<file path="src/rtl/usb_sie_tx_if.sv">
`default_nettype none
`timescale 1ns/1ps
// ============================================================================
// Module      : usb_sie_tx_if
// Description : Bundle between the SIE transmit packetizer and its neighbours:
//               packet request/status, payload byte stream and the UTMI
//               transmit port. The "slave" modport is the packetizer side;
//               the "master" modport is the surrounding logic.
// Revision    : 1.0 - initial release
// ============================================================================
interface usb_sie_tx_if;
    // packet request / status
    logic       pkt_start;
    logic [3:0] pkt_pid;
    logic       pkt_has_data;
    logic       pkt_zlp;
    logic       pkt_busy;
    logic       pkt_done;
    logic       pkt_err;
    // payload byte stream
    logic [7:0] pld_data;
    logic       pld_valid;
    logic       pld_last;
    logic       pld_ready;
    // UTMI transmit side
    logic [7:0] utmi_data_out;
    logic       utmi_tx_valid;
    logic       utmi_tx_ready;

    modport master (
        output pkt_start, pkt_pid, pkt_has_data, pkt_zlp,
        output pld_data, pld_valid, pld_last,
        output utmi_tx_ready,
        input  pkt_busy, pkt_done, pkt_err, pld_ready,
        input  utmi_data_out, utmi_tx_valid
    );

    modport slave (
        input  pkt_start, pkt_pid, pkt_has_data, pkt_zlp,
        input  pld_data, pld_valid, pld_last,
        input  utmi_tx_ready,
        output pkt_busy, pkt_done, pkt_err, pld_ready,
        output utmi_data_out, utmi_tx_valid
    );
endinterface
`default_nettype wire

</file>
<file path="src/rtl/usb_sie_tx.sv">
`default_nettype none
`timescale 1ns/1ps
// ============================================================================
// Module      : usb_sie_tx
// Description : USB SIE transmit packetizer. Emits PID, forwards payload
//               bytes from a valid/ready stream, appends CRC16 (low byte
//               first) for data packets, then holds an inter-packet gap.
//               utmi_data_out always holds the byte currently presented; a
//               new byte is loaded only on a cycle where utmi_tx_ready=1.
// Revision    : 1.0 - initial release
// ============================================================================
module usb_sie_tx #(
    parameter int GAP_CYCLES  = 16,
    parameter int MAX_PAYLOAD = 1023
) (
    input  logic        clk,
    input  logic        rst_n,
    usb_sie_tx_if.slave bus
);

    localparam int              GAP_W    = (GAP_CYCLES > 1) ? $clog2(GAP_CYCLES) : 1;
    localparam logic [GAP_W-1:0] GAP_LAST = GAP_W'(GAP_CYCLES - 1);
    localparam logic [9:0]      CNT_MAX  = 10'(MAX_PAYLOAD);

    // State names describe what utmi_data_out is presenting (GAP: nothing).
    typedef enum logic [2:0] {
        S_IDLE   = 3'd0,
        S_PID    = 3'd1,
        S_DATA   = 3'd2,
        S_CRC_LO = 3'd3,
        S_CRC_HI = 3'd4,
        S_GAP    = 3'd5
    } state_t;

    state_t           state_q, state_d;
    logic             has_data_q, has_data_d;
    logic             zlp_q, zlp_d;
    logic             last_q, last_d;      // presented payload byte is the last one
    logic [9:0]       cnt_q, cnt_d;
    logic [15:0]      crc_q, crc_d;
    logic [GAP_W-1:0] gap_q, gap_d;
    logic [7:0]       data_q, data_d;
    logic             valid_q, valid_d;
    logic             busy_q, busy_d;
    logic             done_q, done_d;
    logic             err_q, err_d;

    logic [15:0]      crc_next;
    logic             want_byte;
    logic             overlen;
    logic             take;

    // Reflected CRC16 (poly 0x8005 -> 0xA001), one byte LSB-first.
    function automatic logic [15:0] crc16_upd(input logic [15:0] crc, input logic [7:0] d);
        logic [15:0] c;
        c = crc;
        for (int i = 0; i < 8; i++) begin
            if (c[0] ^ d[i]) c = (c >> 1) ^ 16'hA001;
            else             c = c >> 1;
        end
        return c;
    endfunction

    // Payload acceptance: a byte is consumed only when the UTM takes the
    // current byte, the next byte must come from the stream, and the
    // packet has not already reached its maximum length.
    always_comb begin
        crc_next  = crc16_upd(crc_q, bus.pld_data);
        want_byte = ((state_q == S_PID) && has_data_q && !zlp_q) ||
                    ((state_q == S_DATA) && !last_q);
        overlen   = (cnt_q == CNT_MAX);
        take      = bus.utmi_tx_ready && want_byte && bus.pld_valid && !overlen;
    end

    // Next-state and output-register logic.
    always_comb begin
        state_d    = state_q;
        has_data_d = has_data_q;
        zlp_d      = zlp_q;
        last_d     = last_q;
        cnt_d      = cnt_q;
        crc_d      = crc_q;
        gap_d      = gap_q;
        data_d     = data_q;
        valid_d    = valid_q;
        busy_d     = busy_q;
        done_d     = 1'b0;
        err_d      = 1'b0;

        case (state_q)
            S_IDLE: begin
                if (bus.pkt_start) begin
                    has_data_d = bus.pkt_has_data;
                    zlp_d      = bus.pkt_zlp;
                    last_d     = 1'b0;
                    cnt_d      = 10'd0;
                    crc_d      = 16'hFFFF;
                    data_d     = {~bus.pkt_pid, bus.pkt_pid};
                    valid_d    = 1'b1;
                    busy_d     = 1'b1;
                    state_d    = S_PID;
                end
            end
            S_PID, S_DATA: begin
                if (bus.utmi_tx_ready) begin
                    if (!want_byte) begin
                        if ((state_q == S_PID) && !has_data_q) begin
                            // handshake packet complete
                            valid_d = 1'b0;
                            data_d  = 8'h00;
                            gap_d   = '0;
                            done_d  = 1'b1;
                            state_d = S_GAP;
                        end else begin
                            // zero-length payload or last payload byte taken
                            data_d  = ~crc_q[7:0];
                            state_d = S_CRC_LO;
                        end
                    end else if (take) begin
                        data_d  = bus.pld_data;
                        crc_d   = crc_next;
                        cnt_d   = cnt_q + 10'd1;
                        last_d  = bus.pld_last;
                        state_d = S_DATA;
                    end else begin
                        // underrun or overlength: truncate, UTM ends with EOP
                        valid_d = 1'b0;
                        data_d  = 8'h00;
                        gap_d   = '0;
                        err_d   = 1'b1;
                        state_d = S_GAP;
                    end
                end
            end
            S_CRC_LO: begin
                if (bus.utmi_tx_ready) begin
                    data_d  = ~crc_q[15:8];
                    state_d = S_CRC_HI;
                end
            end
            S_CRC_HI: begin
                if (bus.utmi_tx_ready) begin
                    valid_d = 1'b0;
                    data_d  = 8'h00;
                    gap_d   = '0;
                    done_d  = 1'b1;
                    state_d = S_GAP;
                end
            end
            S_GAP: begin
                if (gap_q == GAP_LAST) begin
                    busy_d  = 1'b0;
                    state_d = S_IDLE;
                end else begin
                    gap_d = gap_q + 1'b1;
                end
            end
            default: begin
                state_d = S_IDLE;
                valid_d = 1'b0;
                busy_d  = 1'b0;
                data_d  = 8'h00;
            end
        endcase
    end

    // State and output registers.
    always_ff @(posedge clk or negedge rst_n) begin
        if (!rst_n) begin
            state_q    <= S_IDLE;
            has_data_q <= 1'b0;
            zlp_q      <= 1'b0;
            last_q     <= 1'b0;
            cnt_q      <= 10'd0;
            crc_q      <= 16'hFFFF;
            gap_q      <= '0;
            data_q     <= 8'h00;
            valid_q    <= 1'b0;
            busy_q     <= 1'b0;
            done_q     <= 1'b0;
            err_q      <= 1'b0;
        end else begin
            state_q    <= state_d;
            has_data_q <= has_data_d;
            zlp_q      <= zlp_d;
            last_q     <= last_d;
            cnt_q      <= cnt_d;
            crc_q      <= crc_d;
            gap_q      <= gap_d;
            data_q     <= data_d;
            valid_q    <= valid_d;
            busy_q     <= busy_d;
            done_q     <= done_d;
            err_q      <= err_d;
        end
    end

    assign bus.pld_ready     = take;
    assign bus.utmi_data_out = data_q;
    assign bus.utmi_tx_valid = valid_q;
    assign bus.pkt_busy      = busy_q;
    assign bus.pkt_done      = done_q;
    assign bus.pkt_err       = err_q;

endmodule
`default_nettype wire

</file>
<file path="src/flat_wrapper.sv">
// flat-port wrapper written by rule: the top's interface ports become plain ports
module usb_sie_tx_flat 
#(
    parameter int GAP_CYCLES  = 16,
    parameter int MAX_PAYLOAD = 1023
)
  (clk, rst_n, bus_pkt_start, bus_pkt_pid, bus_pkt_has_data, bus_pkt_zlp, bus_pld_data, bus_pld_valid, bus_pld_last, bus_utmi_tx_ready, bus_pkt_busy, bus_pkt_done, bus_pkt_err, bus_pld_ready, bus_utmi_data_out, bus_utmi_tx_valid);
  usb_sie_tx_if bus_i ();
  input  logic clk;
  input  logic rst_n;
  input wire logic [$bits(bus_i.pkt_start)-1:0] bus_pkt_start;
  input wire logic [$bits(bus_i.pkt_pid)-1:0] bus_pkt_pid;
  input wire logic [$bits(bus_i.pkt_has_data)-1:0] bus_pkt_has_data;
  input wire logic [$bits(bus_i.pkt_zlp)-1:0] bus_pkt_zlp;
  input wire logic [$bits(bus_i.pld_data)-1:0] bus_pld_data;
  input wire logic [$bits(bus_i.pld_valid)-1:0] bus_pld_valid;
  input wire logic [$bits(bus_i.pld_last)-1:0] bus_pld_last;
  input wire logic [$bits(bus_i.utmi_tx_ready)-1:0] bus_utmi_tx_ready;
  output wire logic [$bits(bus_i.pkt_busy)-1:0] bus_pkt_busy;
  output wire logic [$bits(bus_i.pkt_done)-1:0] bus_pkt_done;
  output wire logic [$bits(bus_i.pkt_err)-1:0] bus_pkt_err;
  output wire logic [$bits(bus_i.pld_ready)-1:0] bus_pld_ready;
  output wire logic [$bits(bus_i.utmi_data_out)-1:0] bus_utmi_data_out;
  output wire logic [$bits(bus_i.utmi_tx_valid)-1:0] bus_utmi_tx_valid;
  assign bus_i.pkt_start = bus_pkt_start;
  assign bus_i.pkt_pid = bus_pkt_pid;
  assign bus_i.pkt_has_data = bus_pkt_has_data;
  assign bus_i.pkt_zlp = bus_pkt_zlp;
  assign bus_i.pld_data = bus_pld_data;
  assign bus_i.pld_valid = bus_pld_valid;
  assign bus_i.pld_last = bus_pld_last;
  assign bus_i.utmi_tx_ready = bus_utmi_tx_ready;
  assign bus_pkt_busy = bus_i.pkt_busy;
  assign bus_pkt_done = bus_i.pkt_done;
  assign bus_pkt_err = bus_i.pkt_err;
  assign bus_pld_ready = bus_i.pld_ready;
  assign bus_utmi_data_out = bus_i.utmi_data_out;
  assign bus_utmi_tx_valid = bus_i.utmi_tx_valid;
  usb_sie_tx #(.GAP_CYCLES(GAP_CYCLES), .MAX_PAYLOAD(MAX_PAYLOAD)) u_core (.clk(clk), .rst_n(rst_n), .bus(bus_i));
endmodule
</file>
<file path="config.mk">
export PLATFORM = sky130hd
export DESIGN_NAME = usb_sie_tx_flat
export DESIGN_NICKNAME = d
export VERILOG_FILES = /design/src/rtl/usb_sie_tx_if.sv /design/src/rtl/usb_sie_tx.sv /design/src/flat_wrapper.sv
export SDC_FILE = /design/constraint.sdc
export NUM_CORES = 1
export LEC_CHECK = 0
export ABC_AREA = 0
export BUFFER_PORTS_ARGS = -buffer_cell sky130_fd_sc_hd__clkbuf_2
export CAP_MARGIN = 20
export CORE_MARGIN = 5
export CORE_UTILIZATION = 30
export CTS_CLUSTER_DIAMETER = 120
export DETAILED_ROUTE_END_ITERATION = 12
export PLACE_DENSITY = 0.56
export SLEW_MARGIN = 20
export SYNTH_ARGS = -nofsm -noshare
export SYNTH_HDL_FRONTEND = slang
export SYNTH_SLANG_ARGS = --single-unit
export TNS_END_PERCENT = 100
</file>
<file path="constraint.sdc">
create_clock -name clk -period 3.82 [get_ports clk]
set_input_delay 0.382 -clock clk [delete_from_list [all_inputs] [get_ports clk]]
set_output_delay 0.382 -clock clk [all_outputs]
set_load 0.03 [all_outputs]
</file>
-- Word level (Yosys, flattened, before mapping)
Cells that the tools add are included.
- register bits: 48
- output and inout bits: 13
- equality and inequality tests: 17
- reduce and logical (&&, ||, !) cells: 25
- $add $sub $neg: 2
- multiplexer cells: 65
- bitwise gates (word level): 22
- operators by type and width (cell ; number):
    2-to-1 mux 16 bit ; 12
    2-to-1 mux 8 bit ; 7
    2-to-1 mux 10 bit ; 4
    case mux 8 bit (5 select lines) ; 1
    case mux 16 bit (2 select lines) ; 1
    2-to-1 mux 3 bit ; 8
    2-to-1 mux 4 bit ; 6
    NOT 2 -> 3 bit ; 8
    case mux 10 bit (2 select lines) ; 1
    2-to-1 mux 1 bit ; 19
    NOT 8 bit ; 2
    case mux 3 bit (5 select lines) ; 1
    AND reduction 5 bit ; 3
    != test 2 bit, second input constant ; 6
    case mux 4 bit (3 select lines) ; 1
    AND reduction 6 bit ; 2
    adder 10 x 1 -> 10 bit, second input constant ; 1
    == test 10 bit, second input constant ; 1
    bitwise XOR 1 bit ; 8
    logical AND 1 bit ; 7
    == test 3 x 2 -> 1 bit, second input constant ; 2
    == test 3 bit, second input constant ; 2
    adder 4 x 1 -> 4 bit, second input constant ; 1
    == test 4 bit, second input constant ; 1
    other kinds (18) ; 26

-- Longest topological paths before layout
- depth after elaboration: 20
- gate-level depth with buffers: 8

-- Least setup slack after synthesis
OpenSTA, ideal clock, no wires.
- path type: flip-flop to output port
- from: register u_core.state_q[1]
- to: output bus_pld_ready
- required time: 3.438 ns
- path slack: 1.598 ns
- stages on the path, launching flop included: 7
- data arrival time: 1.840 ns
- cell sequence: dfrtp_1 -> buf_2 -> or3b_4 -> a211oi_4 -> nand2_2 -> inv_2 -> buf_2
- word-level cells in the longest chain between the ends: 7
- elaborated cells on any way between the ends: 9
- classes of those cells: eq/ne: 2; reduce/logical: 7
- RTL lines (what ; line ; source):
    from (decl) ; usb_sie_tx.sv:35 ; state_t state_q, state_d;
    from (signal assigned) ; usb_sie_tx.sv:183 ; state_q <= state_d;
    == test 3 x 1 -> 1 bit ; usb_sie_tx.sv:69 ; want_byte = ((state_q == S_PID) && has_data_q && !zlp_q) ||
    logical AND 1 bit (2 in a row) ; usb_sie_tx.sv:69 ;
    logical OR 1 bit (*) ; usb_sie_tx.sv:69 ;
    logical AND 1 bit (*) (3 in a row) ; usb_sie_tx.sv:72 ; take = bus.utmi_tx_ready && want_byte && bus.pld_valid && !overlen;
    to (decl) ; flat_wrapper.sv:22 ; output wire logic [$bits(bus_i.pld_ready)-1:0] bus_pld_ready;
Every way passes the cells marked *; elsewhere a longest branch is shown, timed or not.

-- Worst setup path in the final report
Same ends and word-level chain as after synthesis.

==> implementation parameters <==
Parameter                              Value

Die
  Die X-Extent ... roughly 110 µm
  Cell Rows ... 35
  Initial Utilization ... 30.8%
  Die Ht ... about 110 µm
  Core area ... 9280 µm²
  Die outline area ... ~12,000 µm²
  Number of top-level pins ... 33

Clock network
  Maximum buffer depth of the clock tree ... 2
  Clock-pin slew reported for the worst setup and hold paths after clock tree synthesis ... 0.09 ns
  Post-cts gate resize count ... 0
  Latest clock arrival within the worst-skew pair ... 0.30 ns
  Hold buffers post-CTS ... 0
  TritonCTS clock tree ... done
  Setup repair bufs after CTS ... 0
  CTS Buf Count ... 5
  H-tree depth ... 2
  Clk Tree Root Cell ... clkbuf_8
  Sinks on Clock Net ... between 40 and 50

Routing
  Average via count per standard cell ... slightly below 5
  Total wirelength of the detailed-routed design ... slightly below 7 mm
  Starting DRT DRC Count ... 74
  Detailed Routing Iterations Pass 1 ... 4
  Routed via count ... roughly 2.1k
  WL/cell ... roughly 16 µm
  Antenna-violating nets left ... 0
  DRC Markers ... 0

Placement
  Half-perimeter wire length after placement ... ~5 mm
  GP Congestion ... approximately 0.8
  Port Buf Inserts ... 32
  Post-placement cell count ... 430

Critical path
  Slowest cell on crit path ... dfrtp_1
  WP buf/inv ... 2
  Arrival time reported for the critical path endpoint ... ~2.8 ns
  Maximum cell stage delay along the critical path ... around 0.71 ns
  Cell class contributing the biggest share of worst-path delay ... flip-flops
  Kind of start point of the critical path ... flop
  Data required time at the worst endpoint ... around 3.4 ns
  Critical Path End Type ... output pin
  Series of cell instances along the critical path ... or3b_4 -> a211oi_4 -> nand2_2 -> inv_2 -> clkbuf_2
  Type of the worst setup path ... reg -> out
  Critical path peak fanout ... 17

STA
  Fin Clk Skew ... between 0.005 and 0.006 ns
  Max Clk Rate ... between 300 and 400 MHz
  Final Hold Violating Endpoints ... 0
  Post-Route Setup TNS ... 0 ns
  Fraction of the cycle the final worst path needs ... between 80% and 90%
  Setup repair after global routing missed its margin ... false
  Transition time at the pin with the least slew margin ... just over 0.8 ns
  Normalized max-slew margin ... around 45%
  Final worst path period need ... 3.15 ns
  Final count of negative-setup-slack endpoints ... 0
  Number of pins exceeding their max-slew limit in the final report ... 0

Synthesis
  Distinct cells, synth ... 57
  Number of flops mapped to enable cells by yosys ... 0
  Portion of the post-synthesis area used by sequential elements ... between 40% and 50%
  Per-instance average area after synthesis ... around 10 µm²
  Synth async-reset ratio ... 100%
  Instance count of the mapped netlist ... approximately 280
  Mapped Nets ... approximately 300
  Primary FF master, synth ... dfrtp_1
  Ys Warns ... 0
  Post-Syn Area ... ~2900 µm²
  Post-synthesis register bit count ... 48

Global routing
  Pin count of the biggest net entering global routing ... just under 50
  All-Layer GR Usage ... between 10% and 20%
  Wire length of the first global-routing pass ... between 10 and 15 mm
  Vias in the first global route ... approximately 2.2k
  Congestion Overflow GR ... 0
  Number of antenna violations at the first check in global routing ... 0

Pwr
  Power density relative to cell area ... 775 nW/µm²
  Static power due to leakage ... between 0.001 and 0.0015 µW
  Worst vdd ir ... between 200 and 250 µV

Layout
  Share of final-layout standard cells stronger than drive strength 1 ... 25.2%
  Most frequent standard cell in the layout excluding fill and tap cells ... nand2_1
  Top library cells by usage in the layout, fill and taps aside ... 35 x nand2_1, 32 x clkbuf_2, 32 x dfrtp_1, 17 x nor2_1, 16 x dfstp_2
  Growth of design area from synthesis to finish ... 14.0%
  Cell Count, Final, Fillers Out ... between 400 and 500
  Fillcell total ... between 900 and 1k
  Post-layout nets ... 330
  Antenna diode count ... 0

Worst hold path
  Class of the worst hold path ... in -> async

Flow run
  Number of violations of the max-capacitance limit ... 0

Run status
  Outcome ... finished clean
path summary, 6_finish.rpt:
check | from | endpoint | slack [ns] | depth (start not counted)
min in group clk | bus_pkt_zlp | u_core.zlp_q$_DFFE_PN0P_ | 0.26 | 3
worst min register to register | u_core.bus.utmi_data_out[7]$_DFFE_PN0P_ | u_core.bus.utmi_data_out[7]$_DFFE_PN0P_ | 0.50 | 2
worst min-delay path | rst_n | u_core.cnt_q[3]$_DFFE_PN0P_ | 0.17 | 2
worst max-delay path | u_core.state_q[1]$_DFFE_PN0P_ | bus_pld_ready | 0.67 | 5
max in group asynchronous | rst_n | u_core.bus.utmi_data_out[1]$_DFFE_PN0P_ | 3.23 | 2
worst max register to register | u_core.state_q[1]$_DFFE_PN0P_ | u_core.gap_q[1]$_DFFE_PN0P_ | 1.05 | 5
routing by layer:
layer  GRT usage [%]  share of wire, %  up-vias
li1                -                 -     1071
met1            17.0                48     1022
met2            20.5                48       32
met3            2.04               2.8        7
met4            3.07               1.1        0
met5               0                 0        -
final cells by class:
type	count	area (µm²)	area share [%]
multi-input combinational	206	1550	47.5
sequential	48	1220	37.4
timing repair buffer	33	168	5.14
tap	129	161	4.94
clock buffer	5	68.8	2.11
inverter	14	52.6	1.61
clock inverter	3	42.5	1.30
worst register-to-register path, cell delays in order (launching register included):
cell and delay [ns]:
dfrtp_1 0.71, or3b_4 0.47, a21oi_2 0.37, a21boi_2 0.49
o31a_1 0.29, mux2_1 0.34
stage by stage:
stage	total power (µW)	area [µm²]	utilization, %	hold slack (ns)	worst slack (ns)
floorplan	1860	2860	-	0.0864	1.60
finish	2530	3260	35.2	0.174	0.670
CTS	2550	3260	35.1	0.199	0.693
detailed placement	2170	3150	33.9	0.481	1.04
global placement	2150	3150	33.9	0.477	1.07
global route	2720	3260	35.2	0.232	0.506
state kept, by name, summed over array words and instances (netlist names):
name                      cells
u_core.zlp_q                  1
u_core.state_q                3
u_core.last_q                 1
u_core.bus.pkt_done           1
u_core.bus.utmi_tx_valid      1
u_core.bus.pkt_err            1
u_core.crc_q                 16
u_core.bus.pkt_busy           1
u_core.has_data_q             1
u_core.gap_q                  4
u_core.cnt_q                 10
u_core.bus.utmi_data_out      8
report_power, final:
| group | total, µW | leakage [µW] | switching, µW | internal, µW |
|---|---|---|---|---|
| Sequential | 885 | 0.000595 | 189 | 696 |
| Clock | 371 | 0.0000541 | 177 | 194 |
| Combinational | 1270 | 0.000692 | 739 | 535 |
| Total | 2530 | 0.00134 | 1110 | 1420 |
Yosys cell counts (2+ instances only):
cell       count  area share [%]
clkbuf_1       4            0.52
xor2_1        11             3.4
dfrtp_1       32              28
a31oi_1        2            0.44
a2bb2oi_1      2            0.61
inv_1         13             1.7
a221o_1        2            0.70
a2bb2oi_2      7             3.7
a22o_1         7             2.1
o21ai_0       11             1.9
dfstp_2       16              15
nor2_1        17             2.2
ha_1           2            0.87
nand3_1        4            0.70
nand2b_1       6             1.3
o22ai_1        3            0.66
xnor2_1       13             4.0
xnor3_1        2             1.6
o22a_1        10             3.1
o31ai_1        6             1.6
a2111oi_2      2             1.0
a211oi_1       4             1.0
mux2_1         2            0.79
o21ai_1        2            0.35
a21o_1         2            0.52
mux2i_1       13             4.5
a221oi_1       2            0.61
buf_2          3            0.52
a21oi_1       12             2.1
nand4_1        3            0.66
nand2_1       35             4.6
nor3b_1        2            0.52
logic make-up after synthesis:
| family | count (synthesis) | synth area share [%] |
|---|---|---|
| AOI/OAI and AO/OA | 82 | 24.4 |
| xor gates and xnor gates | 26 | 8.92 |
| adders and majority gates | 2 | 0.874 |
| buffers and inverters | 23 | 3.41 |
| DFF | 48 | 42.7 |
| muxes | 16 | 5.73 |
| and+or+nand+nor | 80 | 14.0 |
(Power assumes the default switching activity.)
